**src/rtl/fetch_ctrl.sv**
```systemverilog
// fetch_ctrl: instruction-fetch sequencer.
// Walks IDLE -> REQ -> ISSUE -> REQ ... and drives the pc fetch/jump strobes.
// It runs the request/acknowledge handshake with instruction memory and
// presents the latched instruction to decode with a valid/ready handshake.
// Branch redirects from execute take effect only at hand-off; a misaligned
// target parks the sequencer in ERR until reset.
// Optional feature macro: FETCH_TIMEOUT_EN. When it is defined, a request
// left unacknowledged for MEM_TIMEOUT cycles also enters ERR.
module fetch_ctrl #(
   parameter int MEM_TIMEOUT = 15
) (
   input  logic        clk,
   input  logic        rst,
   input  logic [31:0] i_addr,
   output logic        fetch_flag,
   output logic        jmp_flag,
   output logic [31:0] offset,
   output logic        imem_req,
   output logic [31:0] imem_addr,
   input  logic        imem_ack,
   input  logic [31:0] imem_rdata,
   output logic [31:0] instr,
   output logic [31:0] instr_addr,
   output logic        instr_valid,
   input  logic        instr_ready,
   input  logic        redirect,
   input  logic [31:0] redirect_offset,
   output logic        fetch_err
);

   typedef enum logic [1:0] {
      S_IDLE  = 2'd0,
      S_REQ   = 2'd1,
      S_ISSUE = 2'd2,
      S_ERR   = 2'd3
   } state_t;

   state_t state;
   logic   handoff;
   logic   misaligned;

`ifdef FETCH_TIMEOUT_EN
   localparam int CNT_W = (MEM_TIMEOUT < 2) ? 1 : $clog2(MEM_TIMEOUT + 1);
   localparam logic [CNT_W-1:0] CNT_LAST = CNT_W'(MEM_TIMEOUT - 1);
   // Unacknowledged REQ cycles seen so far in the current request.
   logic [CNT_W-1:0] wait_cnt;
`endif

   // Memory side: the request and its address are pure decodes of the state,
   // so an asynchronous reset drops imem_req without waiting for a clock.
   assign imem_req   = (state == S_REQ);
   assign imem_addr  = imem_req ? i_addr : 32'h0;
   assign fetch_flag = imem_req & imem_ack;

   // Decode side: an instruction is handed off when valid meets ready.
   assign instr_valid = (state == S_ISSUE);
   assign handoff     = instr_valid & instr_ready;

   // Redirects only matter on the hand-off cycle. At that point pc already
   // holds instr_addr+4, so pc applying offset-4 lands exactly on the target.
   assign misaligned = (redirect_offset[1:0] != 2'b00);
   assign jmp_flag   = handoff & redirect & ~misaligned;
   assign offset     = jmp_flag ? redirect_offset : 32'h0;

   // Error is sticky because ERR has no exit other than reset.
   assign fetch_err = (state == S_ERR);

   // Sequencer state, instruction latch and optional request wait counter.
   always_ff @(posedge clk or posedge rst) begin
      if (rst) begin
         state      <= S_IDLE;
         instr      <= 32'h0;
         instr_addr <= 32'h0;
`ifdef FETCH_TIMEOUT_EN
         wait_cnt   <= '0;
`endif
      end else begin
         case (state)
            S_IDLE: begin
               // Single settling cycle after reset; a stray ack is ignored.
               state <= S_REQ;
`ifdef FETCH_TIMEOUT_EN
               wait_cnt <= '0;
`endif
            end
            S_REQ: begin
               if (imem_ack) begin
                  // rdata is only valid in the ack cycle, so capture it now.
                  instr      <= imem_rdata;
                  instr_addr <= i_addr;
                  state      <= S_ISSUE;
               end
`ifdef FETCH_TIMEOUT_EN
               // An ack on the final allowed cycle takes priority above.
               else if (wait_cnt == CNT_LAST) begin
                  state <= S_ERR;
               end else begin
                  wait_cnt <= wait_cnt + 1'b1;
               end
`endif
            end
            S_ISSUE: begin
               // Without a hand-off the latch holds and redirect is ignored.
               if (handoff) begin
                  if (redirect && misaligned) begin
                     state <= S_ERR;
                  end else begin
                     state <= S_REQ;
                  end
`ifdef FETCH_TIMEOUT_EN
                  wait_cnt <= '0;
`endif
               end
            end
            default: begin
               state <= S_ERR;
            end
         endcase
      end
   end

endmodule

```
**config.mk**
```make
export PLATFORM = sky130hd
export DESIGN_NAME = fetch_ctrl
export DESIGN_NICKNAME = d
export VERILOG_FILES = /design/src/rtl/fetch_ctrl.sv
export SDC_FILE = /design/constraint.sdc
export NUM_CORES = 1
export LEC_CHECK = 0
export ABC_AREA = 1
export CAP_MARGIN = 20
export CORE_MARGIN = 2
export CORE_UTILIZATION = 34
export DETAILED_ROUTE_END_ITERATION = 10
export GPL_TIMING_DRIVEN = 0
export PLACE_DENSITY = 0.89
export SLEW_MARGIN = 20
export SYNTH_ARGS = -nofsm -noshare
export SYNTH_HDL_FRONTEND = slang
export SYNTH_SLANG_ARGS = --single-unit
```
**constraint.sdc**
```tcl
create_clock -name clk -period 2.4 [get_ports clk]
set_input_delay 0.48 -clock clk [delete_from_list [all_inputs] [get_ports clk]]
set_output_delay 0.48 -clock clk [all_outputs]
set_load 0.02 [all_outputs]
```
## After elaboration in Yosys (flattened, before gate mapping)

Cells that the tools add are included.
W data, S select, Z words.

- Logic and storage cells: 24
- Input bits: 101
- Register bits after elaboration: 66

- Eq/ne operators: 5
- Reduce and logical (&&, ||, !) cells: 5
- Muxes and demuxes: 6
- Bitwise logic cells: 5

Operators by type and width:

| cell | number |
|---|---|
| $mux W32 | 2 |
| $mux W2 | 3 |
| $pmux W2 S3 | 1 |
| $and A1 B1 Y1 | 4 |
| $eq A2 B2 Y1 const B | 2 |
| $ne A2 B1 Y1 const B | 2 |
| $reduce_and A2 Y1 | 2 |
| $eq A2 B1 Y1 const B | 1 |
| $logic_not A2 Y1 | 1 |
| $reduce_bool A2 Y1 | 1 |
| $logic_and A1 B1 Y1 | 1 |
| $not A1 Y1 | 1 |

## Depth between registers and ports, before layout

- Depth in word-level cells: 5
- Depth in mapped cells: 7

## Least setup slack after synthesis

No wires, ideal clock.

- Path kind: flip-flop to output port
- From: register state[1]
- To: output port offset[10]
- Data required time: 1.920 ns
- Setup slack: 0.543 ns
- Path buffers: 1
- Stages on the path, launching flop included: 6
- Data arrival time: 1.377 ns
- Path through: dfrtp_1 > inv_1 > nor2_2 > nand4_2 > buf_6 > nor2_1

- Longest elaborated chain between the ends: 5

RTL lines:

| item | line | text |
|---|---|---|
| start: declaration | 38 | `state_t state;` |
| start signal: assignment | 71 | `state <= S_IDLE;` |
| start signal: assignment | 81 | `state <= S_REQ;` |
| start signal: assignment | 91 | `state <= S_ISSUE;` |
| $eq A2 B2 Y1 | 56 | `assign instr_valid = (state == S_ISSUE);` |
| net instr_valid | 24 | `output logic instr_valid,` |
| $and A1 B1 Y1 | 57 | `assign handoff = instr_valid & instr_ready;` |
| $and A1 B1 Y1 (2 in series) | 62 | `assign jmp_flag = handoff & redirect & ~misaligned;` |
| $mux W32 | 63 | `assign offset = jmp_flag ? redirect_offset : 32'h0;` |
| end: declaration | 17 | `output logic [31:0] offset,` |

The timed path passes the listed nets, and every way through them passes these cells.

## Worst setup path in the final report

- From: input port redirect_offset[0]
- To: output port offset[25]

- Longest elaborated chain between the ends: 4

RTL lines:

| item | line | text |
|---|---|---|
| start: declaration | 27 | `input logic [31:0] redirect_offset,` |
| $reduce_bool A2 Y1 | 61 | `assign misaligned = (redirect_offset[1:0] != 2'b00);` |
| $not A1 Y1 | 62 |  |
| $and A1 B1 Y1 | 62 |  |
| $mux W32 | 63 |  |

Every way passes these cells.

==> impl_metrics.toml <==
[logic_synthesis]
yosysTopAreaCell = "dfrtp_1"
yosys_warnings = 0
synth_top_area_share_pct = 54.1
yosys-top-cells-area = "dfrtp_1 54%, nand2_1 17%, inv_1 9.0%"
synth_area_mm2 = 0.00305
yosysSeqAreaShare_pct = 54.1
synth.avg_cell_area_um2 = 7.63
synthCells = 400
ys_seq_elements = 66
synthDistinctLibCells = 15

[die]
dieArea_mm2 = 0.00975
initial_utilization_pct = 35.0
die_h_um = 98.7
die_width_um = 98.7
ios = 234
fp-row-count = 34
core_mm2 = 0.00872

[sta]
final-hold-violation-count = 0
finalSetupViolations = 0
post-route-period-util_pct = 96.3
rsz0062_at_grt = "no"
finalSetupTns_ps = 0
finalCriticalPeriod_ps = 2310
fin_skew_ps = 20.2
worst_slack_ps = 88.4
drv_slew = 0
fmax_mhz = 433

[outcome]
status = "complete, no violations"

[placement]
place_inst = 741
port_buffers = 231
dp_hpwl_um = 8050
place_congestion = 0.808
pre_cts_slack_ps = -228

[critical_path]
cp-start-kind = "primary input"
cp.arrival_ps = 1830
crit_type = "primary input to output pin"
cp_max_fo = 10
cp.required_ps = 1920
r2r_setup_slack_ps = 1070
worst_setup_path_end_kind = "output pin"

[routing]
drt_pre_antenna_iters = 5
wl_um = 9950
wire_per_inst_um = 13.1
drc = 0
via_per_inst = 4.38
drt_iter0_drc = 75
ant_nets = 0
vias = 3317

[power]
vdd_ir_drop_max_v = 0.000316
p_switching_uw = 496
combPwrFrac_pct = 10.0
seq_power_share_pct = 48.2
pwr_density_cell_mw_per_mm2 = 409
finalPower_mw = 2.30
swShare_pct = 21.5
p_int_mw = 1.81
p_leak_nw = 3.10
clkPwrFrac_pct = 41.8

[clock_network]
clockBufferDepth = 2
clkSinkCount = 66
cts_max_level = 3
cts_buffers = 9
root_buffer = "clkbuf_8"
cts_tree = "built"
worstSkewPairLatency_ps = 330
post-cts-setup-buffers = 0
clkSlewWorstSetupHoldPaths_ps = 80

[finish]
final_cells = 757
syn2layout_area_growth_pct = 84.7
utilization_pct = 64.6
seqCellArea_mm2 = 0.00165
multi_input_area_um2 = 963
n_antenna_cell = 0
nets = 745
layout_commonest_cell = "clkdlybuf4s50_1"
drive_gt1_share_pct = 8.78
layout.cells.most_common_list = "169 x clkdlybuf4s50_1, 138 x nand2_1, 72 x inv_1"
n_fill_cell = 740

[global_routing]
grt_max_degree = 47
antenna_found_initial = 0
grt_pass1_wl_um = 16100
grt_pass1_vias = 3456
grt_usage_pct = 20.8
grt_overflow = 0

[run]
cap_violations = 0

[worst_hold_path]
hp-class = "primary input to async pin"
[Yosys cell counts]
| library cell | n |
|---|---|
| buf_2 | 6 |
| buf_4 | 5 |
| buf_6 | 7 |
| clkbuf_1 | 3 |
| conb_1 | 1 |
| dfrtp_1 | 66 |
| inv_1 | 73 |
| inv_2 | 2 |
| nand2_1 | 138 |
| nand2_2 | 1 |
| nand4_2 | 1 |
| nor2_1 | 61 |
| nor2_2 | 3 |
| nor2_4 | 1 |
| o21ai_0 | 32 |
[layout make-up]
cell class / count / share of cell area, %
repair buffers: 232 / 39.6
flip-flops and latches: 66 / 29.3
multi-input cells: 239 / 17.1
inverters: 75 / 5.04
plain buffers: 21 / 2.82
clock buffers: 11 / 2.69
well taps: 108 / 2.40
clock inverters: 5 / 1.07
[repair_timing]
action,in CTS,in global routing
hold buffers,0,0
pin swaps,0,0
gates resized for setup,63,34
endpoints found under the setup margin,62,22
[layer usage]
layer  wire, um  up-vias  track usage [%]
met5          0        -                0
met4        138        0             6.43
met3        848       12             6.31
met2       5310      153             39.2
met1       3660     1516             22.0
li1           -     1636                -
[worst paths after layout]
kind                                       start                    endpoint  depth (start not counted)
max in group asynchronous                    rst        state[1]$_DFFE_PP0P_                          3
max reg2reg                 state[0]$_DFFE_PP0P_  instr_addr[16]$_DFFE_PP0P_                          5
min                                          rst       instr[25]$_DFFE_PP0P_                          2
max                           redirect_offset[0]                  offset[25]                          6
min in group clk           instr[16]$_DFFE_PP0P_       instr[16]$_DFFE_PP0P_                          2
min reg2reg                instr[16]$_DFFE_PP0P_       instr[16]$_DFFE_PP0P_                          2
[power groups by stage]
stage	combinational (mW)	sequential [mW]	clock, mW
after floorplan	0.0479	1.13	0
after global placement	0.220	1.13	0
after detailed placement	0.232	1.13	0
after CTS	0.234	1.11	0.993
after global routing	0.254	1.11	1.04
final	0.230	1.11	0.962
[cell families (layout without fill, tap and decap cells)]
kind of cell	after synthesis	count (layout)	share of synthesized area (%)
compound gates	32	32	5.25
flops	66	66	54.1
simple gates	205	205	26.1
other cells	1	2	0.123
buf+inv	96	344	14.4
[metrics by stage]
| stage | area [um2] | hold WS (ps) |
|---|---|---|
| after floorplan | 3050 | 584 |
| after global placement | 5500 | 462 |
| after detailed placement | 5530 | 464 |
| after CTS | 5670 | 445 |
| after global routing | 5630 | 465 |
| final | 5630 | 456 |
[sequential cells by signal, indices dropped and copies added (netlist names)]
| signal | cells |
|---|---|
| instr | 32 |
| state | 2 |
| instr_addr | 32 |
[worst max-delay path, cell delays in order]
cell,delay [ps]
clkdlybuf4s50_1,420
nor2_1,130
nand4_2,180
buf_6,190
nor2_1,100
clkdlybuf4s15_1,330
(Power assumes the default switching activity.)
